`src/rtl/disp_pkg.sv`:
```
// ----------------------------------------------------------------------------
// disp_pkg
// Shared types and constants for the 4-digit display path.
//   disp_state_t : scheduler FSM states (IDLE, NOTE, MSG)
//   DIGITS       : number of display digits
//   EN_ALL/NONE  : digit-enable patterns (bit3 = leftmost, 1 = lit)
//   disp_word_t  : four hex nibbles, [15:12] leftmost
// ----------------------------------------------------------------------------
package disp_pkg;

    typedef enum logic [1:0] {
        IDLE = 2'd0,
        NOTE = 2'd1,
        MSG  = 2'd2
    } disp_state_t;

    localparam int DIGITS = 4;

    localparam logic [DIGITS-1:0] EN_ALL  = 4'b1111;
    localparam logic [DIGITS-1:0] EN_NONE = 4'b0000;

    typedef logic [15:0] disp_word_t;

endpackage

```
`src/rtl/display_scheduler_hold_timer.sv`:
```
// ----------------------------------------------------------------------------
// hold_timer
// Down-counter that measures how long a message stays on the display.
// A load sets the count to HOLD_CYCLES-1; otherwise the count decrements
// once per clock until it reaches 0 and then rests there (no wrap).
//
// Parameters:
//   HOLD_CYCLES : cycles a message is visible, legal range >= 1
// Ports:
//   clk     in  clock
//   clear_n in  asynchronous active-low reset (count -> 0)
//   load    in  restart the hold period
//   done    out high while the count is 0
// ----------------------------------------------------------------------------
module hold_timer #(
    parameter int HOLD_CYCLES = 50_000_000
) (
    input  logic clk,
    input  logic clear_n,
    input  logic load,
    output logic done
);

    localparam int W = $clog2(HOLD_CYCLES + 1);
    localparam logic [W-1:0] LOAD_VAL = W'(HOLD_CYCLES - 1);

    logic [W-1:0] r_count;

    always_ff @(posedge clk or negedge clear_n) begin
        if (!clear_n) begin
            r_count <= '0;
        end else if (load) begin
            r_count <= LOAD_VAL;
        end else if (r_count != '0) begin
            r_count <= r_count - W'(1);
        end
    end

    assign done = (r_count == '0);

endmodule

```
`src/rtl/display_scheduler.sv`:
```
// ----------------------------------------------------------------------------
// display_scheduler
// Owns the 4-digit display path. Arbitrates between a continuous note-name
// source and one-shot status messages, holds each message for HOLD_CYCLES
// clocks and drives registered digits/enables into display_controller.
//
// Optional feature (macro DISP_BLINK_EN): messages blink, toggling every
// 2^BLINK_BIT cycles, starting lit. Without the macro messages are steady.
//
// Parameters:
//   HOLD_CYCLES : message visible time in clocks (>= 1)
//   BLINK_BIT   : blink counter bit (only with DISP_BLINK_EN)
// Ports:
//   clk                  in   clock
//   clear_n              in   asynchronous active-low reset
//   note_valid           in   key held, note_code meaningful
//   note_code[15:0]      in   note nibbles, [15:12] leftmost
//   msg_req              in   message request (level)
//   msg_data[15:0]       in   message nibbles, [15:12] leftmost
//   msg_ack              out  one-cycle pulse when msg_data is latched
//   busy                 out  high while in MSG
//   digit3..digit0[3:0]  out  digit values to display_controller
//   enables[3:0]         out  digit enables, bit3 leftmost, 1 = lit
//   dbg_state[1:0]       out  current FSM state (disp_state_t encoding)
//
// Handshake: msg_req is a level sampled on every clock edge. Each edge with
// msg_req high latches msg_data, pulses msg_ack for one cycle and restarts
// the hold period; a requester must drop msg_req once it sees msg_ack or it
// will be acked again on every cycle.
// ----------------------------------------------------------------------------
module display_scheduler
    import disp_pkg::*;
#(
    parameter int HOLD_CYCLES = 50_000_000
`ifdef DISP_BLINK_EN
    ,
    parameter int BLINK_BIT   = 23
`endif
) (
    input  logic        clk,
    input  logic        clear_n,
    input  logic        note_valid,
    input  logic [15:0] note_code,
    input  logic        msg_req,
    input  logic [15:0] msg_data,
    output logic        msg_ack,
    output logic        busy,
    output logic [3:0]  digit3,
    output logic [3:0]  digit2,
    output logic [3:0]  digit1,
    output logic [3:0]  digit0,
    output logic [3:0]  enables,
    output logic [1:0]  dbg_state
);

    disp_state_t       r_state;
    disp_word_t        r_digits;
    logic [DIGITS-1:0] r_enables;
    logic              r_ack;
    logic              r_busy;
    logic              w_done;
    logic [DIGITS-1:0] w_msg_en;

    hold_timer #(
        .HOLD_CYCLES (HOLD_CYCLES)
    ) u_hold_timer (
        .clk     (clk),
        .clear_n (clear_n),
        .load    (msg_req),
        .done    (w_done)
    );

`ifdef DISP_BLINK_EN
    logic [BLINK_BIT:0] r_blink_cnt;
    logic [BLINK_BIT:0] w_blink_next;

    // Cleared on every message entry so each message starts lit.
    always_ff @(posedge clk or negedge clear_n) begin
        if (!clear_n) begin
            r_blink_cnt <= '0;
        end else if (msg_req) begin
            r_blink_cnt <= '0;
        end else begin
            r_blink_cnt <= w_blink_next;
        end
    end

    // Enables are registered, so they follow the counter value that is
    // being written on the same edge.
    assign w_blink_next = r_blink_cnt + 1'b1;
    assign w_msg_en     = {DIGITS{~w_blink_next[BLINK_BIT]}};
`else
    assign w_msg_en = EN_ALL;
`endif

    always_ff @(posedge clk or negedge clear_n) begin
        if (!clear_n) begin
            r_state   <= IDLE;
            r_digits  <= '0;
            r_enables <= EN_NONE;
            r_ack     <= 1'b0;
            r_busy    <= 1'b0;
        end else begin
            r_ack <= 1'b0;
            if (msg_req) begin
                // Message entry or restart, from any state.
                r_state   <= MSG;
                r_digits  <= msg_data;
                r_enables <= EN_ALL;
                r_ack     <= 1'b1;
                r_busy    <= 1'b1;
            end else begin
                case (r_state)
                    MSG: begin
                        if (w_done) begin
                            r_busy <= 1'b0;
                            if (note_valid) begin
                                r_state   <= NOTE;
                                r_digits  <= note_code;
                                r_enables <= EN_ALL;
                            end else begin
                                r_state   <= IDLE;
                                r_digits  <= '0;
                                r_enables <= EN_NONE;
                            end
                        end else begin
                            // Digits stay frozen during the hold.
                            r_enables <= w_msg_en;
                        end
                    end
                    default: begin
                        // IDLE and NOTE share the same follow-the-key logic.
                        if (note_valid) begin
                            r_state   <= NOTE;
                            r_digits  <= note_code;
                            r_enables <= EN_ALL;
                        end else begin
                            r_state   <= IDLE;
                            r_digits  <= '0;
                            r_enables <= EN_NONE;
                        end
                    end
                endcase
            end
        end
    end

    assign msg_ack   = r_ack;
    assign busy      = r_busy;
    assign digit3    = r_digits[15:12];
    assign digit2    = r_digits[11:8];
    assign digit1    = r_digits[7:4];
    assign digit0    = r_digits[3:0];
    assign enables   = r_enables;
    assign dbg_state = r_state;

endmodule

```
`config.mk`:
```
export PLATFORM = sky130hd
export DESIGN_NAME = display_scheduler
export DESIGN_NICKNAME = d
export VERILOG_FILES = /design/src/rtl/disp_pkg.sv /design/src/rtl/display_scheduler_hold_timer.sv /design/src/rtl/display_scheduler.sv
export SDC_FILE = /design/constraint.sdc
export NUM_CORES = 1
export LEC_CHECK = 0
export BUFFER_PORTS_ARGS = -buffer_cell sky130_fd_sc_hd__buf_4
export CAP_MARGIN = 20
export CORE_ASPECT_RATIO = 1.5
export CORE_UTILIZATION = 57
export DETAILED_ROUTE_END_ITERATION = 8
export PLACE_DENSITY = 0.84
export SLEW_MARGIN = 15
export SYNTH_ARGS = -nofsm -noshare
export SYNTH_HDL_FRONTEND = slang
export SYNTH_SLANG_ARGS = --single-unit
export TNS_END_PERCENT = 20
```
`constraint.sdc`:
```
create_clock -name clk -period 4.8 [get_ports clk]
set_clock_uncertainty 0.15 [all_clocks]
set_input_delay 0.24 -clock clk [delete_from_list [all_inputs] [get_ports clk]]
set_output_delay 0.24 -clock clk [all_outputs]
set_load 0.005 [all_outputs]
```
==> flow_summary.yaml, run 1 <==
setup_path:
  path_max_fanout: 16
  r2r_end: "r_digits[5]"
  setup.worst_path.class: "flop to flop"
  critPathRequiredTime_ns: 4.84
  r2r_slack_ns: 2.28
  end_kind: "flop"
  r2r_start: "u_hold_timer.r_count[0]"
  startpoint_type: "flop"
  critPathArrivalTime_ns: 2.57
  r2r_cells: 8
sta:
  slew_viol_final: 0
  fin_ws_ns: 2.28
  fin_crit_ns: 2.52
  relSlewSlack_pct: 33.6
  worst_pin_slew_ns: 0.995
  hold_viol: 0
  tns_ns: 0
  finalCritPeriodShare_pct: 52.5
  setup_viol_count_final: 0
  max_freq_mhz: 396
  rsz0062_at_grt: "false"
power_and_ir_drop:
  power_density_mw_per_mm2: 272
  p_leak_nw: 1.31
  ir_worst_vdd_mv: 0.311
floorplanning:
  die_h_um: 83.3
  die_area_mm2: 0.00468
  rows: 29
  coreArea_mm2: 0.00421
  start_util_pct: 59.6
  die_w_um: 56.2
  ioPinCount: 60
layout:
  fin_nets: 310
  diodes: 0
  final.fill_count: 299
  syn_to_final_growth_pct: 22.1
  drive_above_1_share_pct: 35.2
  final_area_mm2: 0.00306
synth:
  yosys_warnings: 0
  synthFlopType: "dfrtp_1"
  netlist.top_cell.by_area: "dfrtp_1"
  synth_cell_types: 49
  synth_edf_count: 0
  yosysMostFrequentCell: "dfrtp_1"
  async_reset_ff_share_pct: 100
  ys_seq_area_share_pct: 46.9
  syn-cell-area_mm2: 0.00251
  synth_top_area_share_pct: 46.9
  synth_common_cells: "47 x dfrtp_1, 16 x a22o_1, 13 x nor2_1, 10 x mux2_4, 9 x a21oi_1"
  synth_area_leaders: "dfrtp_1 47%, mux2_4 6.0%, a22o_1 5.6%"
  ys_seq_elements: 47
  netlist_instances: 218
  postSynthAreaPerCell_um2: 11.5
  synth_fp_nets: 255
routing:
  drc: 0
  wire_per_inst_um: 14.8
  firstDrtPassIters: 4
  vias: 1868
  first_iter_violations: 47
  totalWireLength_um: 4710
  via_per_inst: 5.86
  antenna_left: 0
global_route:
  grtUsageTotal_pct: 21.7
  met3_usage_pct: 3.43
  grt_overflow_total: 0
  grt_pass1_vias: 1963
  met2_usage_pct: 40.9
  antenna_found_initial: 0
  grt-busiest-layer: "met2"
  grt_use_met1_pct: 22.9
  grt_max_degree: 52
  grt_pass1_wl_um: 8090
worst_hold_path:
  hold_path_depth: 3
  holdCritPathClass: "primary input to flop"
  min_from: "note_code[4]"
  worst_hold_path.endpoint: "r_digits[4]"
clocking:
  ctsRootBufferMaster: "clkbuf_8"
  ctsResizeCount: 0
  clock_path_buffers: 2
  cts_num_sinks: 47
  clock_latency_ns: 0.31
  htreeDepth: 2
  cts_made_buffers: 5
  path_clk_slew_ns: 0.09
  cts_tree: "done"
place:
  hpwl_um: 3410
  io_buffers: 59
  dpl_worst_slack_ns: 2.31
  placedInstanceArea_mm2: 0.00294
  gp_congestion: 0.777
status:
  status: "finished clean"
job:
  drv_cap: 0
-- cell type report --
class / count / area (um2) / share of cell area (%)
Timing Repair Buffer: 62 / 470 / 15.4
Tap cell: 46 / 57.6 / 1.88
Multi-Input combinational cell: 153 / 1240 / 40.4
Clock buffer: 5 / 68.8 / 2.25
Sequential cell: 47 / 1180 / 38.4
Inverter: 4 / 15.0 / 0.490
Clock inverter: 2 / 37.5 / 1.22
-- registers in the layout (all words and copies together) (netlist names) --
signal	count
dbg_state	2
enables	1
busy	1
r_digits	16
msg_ack	1
u_hold_timer.r_count	26
-- power breakdown --
group          switching (mW)  leakage (nW)  total [mW]  internal, mW
clock                   0.133        0.0502       0.285         0.152
sequential             0.0136         0.524       0.430         0.417
combinational          0.0415         0.731       0.117        0.0752
total                   0.188          1.31       0.832         0.644
-- critical path, cell delays in order (launching register included) --
cell and delay, ns:
dfrtp_1 0.41, inv_1 0.10, ha_1 0.23, nor4b_4 0.33, nand4_4 0.24, nor3_4 0.32, nor3b_2 0.07, buf_4 0.23
mux2_4 0.32
-- cell families after synthesis --
logic type | count (synthesis) | synth area share [%]
AOI/OAI and AO/OA | 49 | 15.0
xor gates and xnor gates | 8 | 2.79
adders and majority gates | 1 | 0.499
buffers and inverters | 18 | 3.74
DFF | 47 | 46.9
muxes | 21 | 10.7
and+or+nand+nor | 74 | 20.4
-- worst max-delay path by stage --
stage / start / cells past startpoint / to
3_3_place_gp: u_hold_timer.r_count[0] / 8 / r_digits[11]
4_1_cts: u_hold_timer.r_count[0] / 8 / r_digits[5]
6_report: u_hold_timer.r_count[0] / 8 / r_digits[5]
5_1_grt: u_hold_timer.r_count[2] / 5 / u_hold_timer.r_count[21]
2_1_floorplan: u_hold_timer.r_count[0] / 8 / u_hold_timer.r_count[1]
3_5_place_dp: u_hold_timer.r_count[0] / 7 / u_hold_timer.r_count[1]
-- layer usage --
layer	routed length, um	up-vias
met4	82	0
met3	178	6
met5	0	-
met1	1940	908
met2	2510	50
li1	-	904
-- cell usage in the layout (no fill, tap or decap), types with 6 or more instances in the layout --
master / n
xnor2_1: 7
mux2_4: 10
or3_1: 8
nor2_1: 13
mux2_2: 6
dfrtp_1: 47
buf_4: 60
a22o_1: 16
a21oi_1: 9
-- stage by stage --
stage | cells | power, mW | util, % | hold slack [ns]
6_report | 319 | 0.832 | 72.8 | 0.117
5_1_grt | 319 | 0.858 | 72.8 | 0.136
3_3_place_gp | 310 | 0.551 | 69.8 | 0.121
4_1_cts | 319 | 0.838 | 72.8 | 0.118
3_5_place_dp | 310 | 0.555 | 69.8 | 0.131
2_1_floorplan | 218 | 0.488 | - | -0.206
-- timing repair --
item	in CTS	in global routing
hold buffers	2	0
endpoints found under the setup margin	0	0
buffers inserted	0	0
hold endpoints to repair	48	0
No activity file was read; power rests on OpenSTA's default activity.
==> inputs of run 2 (changes only) <==
--- a/config.mk
+++ b/config.mk
@@ -5,12 +5,13 @@
 export SDC_FILE = /design/constraint.sdc
 export NUM_CORES = 1
 export LEC_CHECK = 0
+export ABC_AREA = 1
 export BUFFER_PORTS_ARGS = -buffer_cell sky130_fd_sc_hd__buf_4
 export CAP_MARGIN = 20
 export CORE_ASPECT_RATIO = 1.5
-export CORE_UTILIZATION = 57
+export CORE_UTILIZATION = 54
 export DETAILED_ROUTE_END_ITERATION = 8
-export PLACE_DENSITY = 0.84
+export PLACE_DENSITY = 0.8
 export SLEW_MARGIN = 15
 export SYNTH_ARGS = -nofsm -noshare
 export SYNTH_HDL_FRONTEND = slang
==> constraint.sdc (replaced) <==
create_clock -name clk -period 2.6 [get_ports clk]
set_clock_uncertainty 0.15 [all_clocks]
set_input_delay 0.13 -clock clk [delete_from_list [all_inputs] [get_ports clk]]
set_output_delay 0.13 -clock clk [all_outputs]
set_load 0.005 [all_outputs]
==> run 2 against run 1 <==
Global-route usage rose by 9.1 points. Sequential power rose by 83%. Final cell count rose by 69%. Non-clock buffer count rose by 26. Combinational power rose by 110%. Register-to-register slack got worse by 1.9 ns. First-iteration DRC count rose to 3.9 times the previous value. Power rose by 100%.
==> flow_summary.yaml, run 2 <==
clocking:
  path_clk_slew_ns: 0.09
  clock_path_buffers: 2
  cts_tree: "done"
  ctsResizeCount: 0
  clock_latency_ns: 0.30
  holdBufCountCts: 27
  htreeDepth: 2
  cts_num_sinks: 47
  ctsRootBufferMaster: "clkbuf_8"
  cts_setup_buffers: 0
  cts_made_buffers: 5
floorplanning:
  rows: 31
  die_area_mm2: 0.00530
  ioPinCount: 60
  die_w_um: 59.8
  coreArea_mm2: 0.00481
  die_h_um: 88.7
  start_util_pct: 56.2
routing:
  antenna_left: 0
  wire_per_inst_um: 13.6
  firstDrtPassIters: 4
  first_iter_violations: 182
  totalWireLength_um: 7310
  drc: 0
  via_per_inst: 5.19
  vias: 2800
power_and_ir_drop:
  p_leak_nw: 1.84
  ir_worst_vdd_mv: 0.307
  p_total_mw: 1.67
  power_density_mw_per_mm2: 465
sta:
  finalCritPeriodShare_pct: 84.2
  setup_viol_count_final: 0
  slew_viol_final: 0
  worst_pin_slew_ns: 0.659
  hold_viol: 0
  tns_ns: 0
  relSlewSlack_pct: 56.0
  hold-worst-slack_ns: 0.0108
  max_freq_mhz: 457
  fin_crit_ns: 2.19
  rsz0062_at_grt: "false"
synth:
  synth_fp_nets: 427
  yosys.area_share.xor_xnor_pct: 1.62
  synth_mux_area_share_pct: 0
  async_reset_ff_share_pct: 100
  synth-simple-area-share_pct: 44.0
  synth_area_leaders: "dfrtp_1 43%, nand2_1 21%, nand3_1 8.1%"
  yosys_warnings: 0
  ys_seq_area_share_pct: 43.5
  synth_edf_count: 0
  synth_top_area_share_pct: 43.5
  ys_seq_elements: 47
  synth_top_family_by_area: "simple AND/OR/NAND/NOR gates"
  postSynthAreaPerCell_um2: 6.94
  synthFlopType: "dfrtp_1"
  netlist.top_cell.by_area: "dfrtp_1"
  netlist_instances: 390
  synth_cell_types: 24
  synth_common_cells: "148 x nand2_1, 55 x nor2_1, 47 x dfrtp_1, 44 x nand3_1, 36 x inv_1"
  yosysMostFrequentCell: "nand2_1"
  synth_adder_area_share_pct: 0.463
  synth_compound_area_share_pct: 2.59
  syn-cell-area_mm2: 0.00271
layout:
  diodes: 0
  drive_above_1_share_pct: 16.5
  largest_reg_flops: 26
  final_common_cell: "nand2_1"
  syn_to_final_growth_pct: 32.3
  most-common-layout-cells: "148 x nand2_1, 61 x buf_4, 55 x nor2_1"
  fin_nets: 509
  max_flop_register: "u_hold_timer.r_count"
setup_path:
  startpoint_type: "flop"
  path_cells: "inv_1, ha_1, nand2_2, nor2_8, nand4_1, nand3b_1, nand2_1"
  critPathRequiredTime_ns: 2.63
  end_kind: "flop"
  setup.worst_path.class: "flop to flop"
  crit_buf_inv: 1
  critPathTopFamily: "simple AND/OR/NAND/NOR gates"
  critical-path-max-stage-delay_ns: 0.42
  slowest_stage: "nand4_1"
  critPathArrivalTime_ns: 2.22
  path_max_fanout: 10
job:
  drv_cap: 0
place:
  gp_congestion: 0.932
  io_buffers: 59
  hpwl_um: 4900
global_route:
  grt_overflow_total: 0
  grtUsageTotal_pct: 30.8
  antenna_found_initial: 0
  grt_pass1_vias: 2720
  grt_pass1_wl_um: 12200
  grt_max_degree: 48
status:
  status: "finished clean"
worst_hold_path:
  holdCritPathClass: "primary input to flop"
[run 2: cell types whose count changed in the layout (fill, tap and decap cells not counted), sizes merged, moves of 16 or more]
cell	delta
inv	+33
a22o	-16
nand3	+39
dlygate4sd3	+25
nor2	+47
nand2	+149
mux2	-16
[run 2: layout make-up]
class / instances / area [um2]
clock inverters: 2 / 60.1
fillers: 383 / 1230
inverters: 38 / 143
repair buffers: 88 / 728
clock buffers: 6 / 72.6
multi-input cells: 292 / 1320
well taps: 66 / 82.6
flip-flops and latches: 47 / 1180
[run 2: logic make-up (layout without fill, tap and decap cells)]
logic type | after synthesis | in the layout
buffers and inverters | 51 | 134
xor gates and xnor gates | 5 | 5
adders and majority gates | 1 | 1
AOI/OAI and AO/OA | 14 | 14
and+or+nand+nor | 272 | 272
DFF | 47 | 47
[run 2: path summary, 6_finish.rpt]
check | from | to | slack, ns | cells after the start
worst max-delay path | u_hold_timer.r_count[0] | u_hold_timer.r_count[19] | 0.41 | 7
worst min-delay path | note_code[12] | r_digits[12] | 0.01 | 5
worst max register to register | u_hold_timer.r_count[0] | u_hold_timer.r_count[19] | 0.41 | 7
worst min register to register | r_digits[3] | r_digits[3] | 0.34 | 2
max in group asynchronous | clear_n | r_digits[4] | 1.69 | 2
min in group asynchronous | clear_n | u_hold_timer.r_count[4] | 0.22 | 2
[run 2: power by group]
group	switching [mW]	total (mW)	internal, mW
sequential	0.0221	0.787	0.765
clock	0.244	0.629	0.384
combinational	0.116	0.249	0.134
[run 2: per-stage QoR]
| stage | instance area, um2 | std cells | setup slack [ns] | util [%] |
|---|---|---|---|---|
| 6_report | 3580 | 539 | 0.411 | 74.4 |
| 5_1_grt | 3580 | 539 | 0.240 | 74.4 |
| 3_5_place_dp | 3180 | 504 | 0.445 | 66.1 |
| 2_1_floorplan | 2710 | 390 | 0.724 | - |
| 4_1_cts | 3580 | 539 | 0.414 | 74.4 |
| 3_3_place_gp | 3180 | 504 | 0.558 | 66.1 |
[run 2: worst reg2reg max path, delay by kind of cell, from the launching register on]
family	cells	cell delay [ns]
buf+inv	1	0.14
simple gates	5	1.11
fa+ha+maj	1	0.30
flops	1	0.39
[run 2: metal layers]
metal  global-route usage, %  vias up  part of all wire, %
met5                       0        -                    0
met1                    34.8     1305                   37
li1                        -     1364                    -
met2                    53.8      109                   54
met3                    5.85       22                  4.9
met4                    16.1        0                  4.1
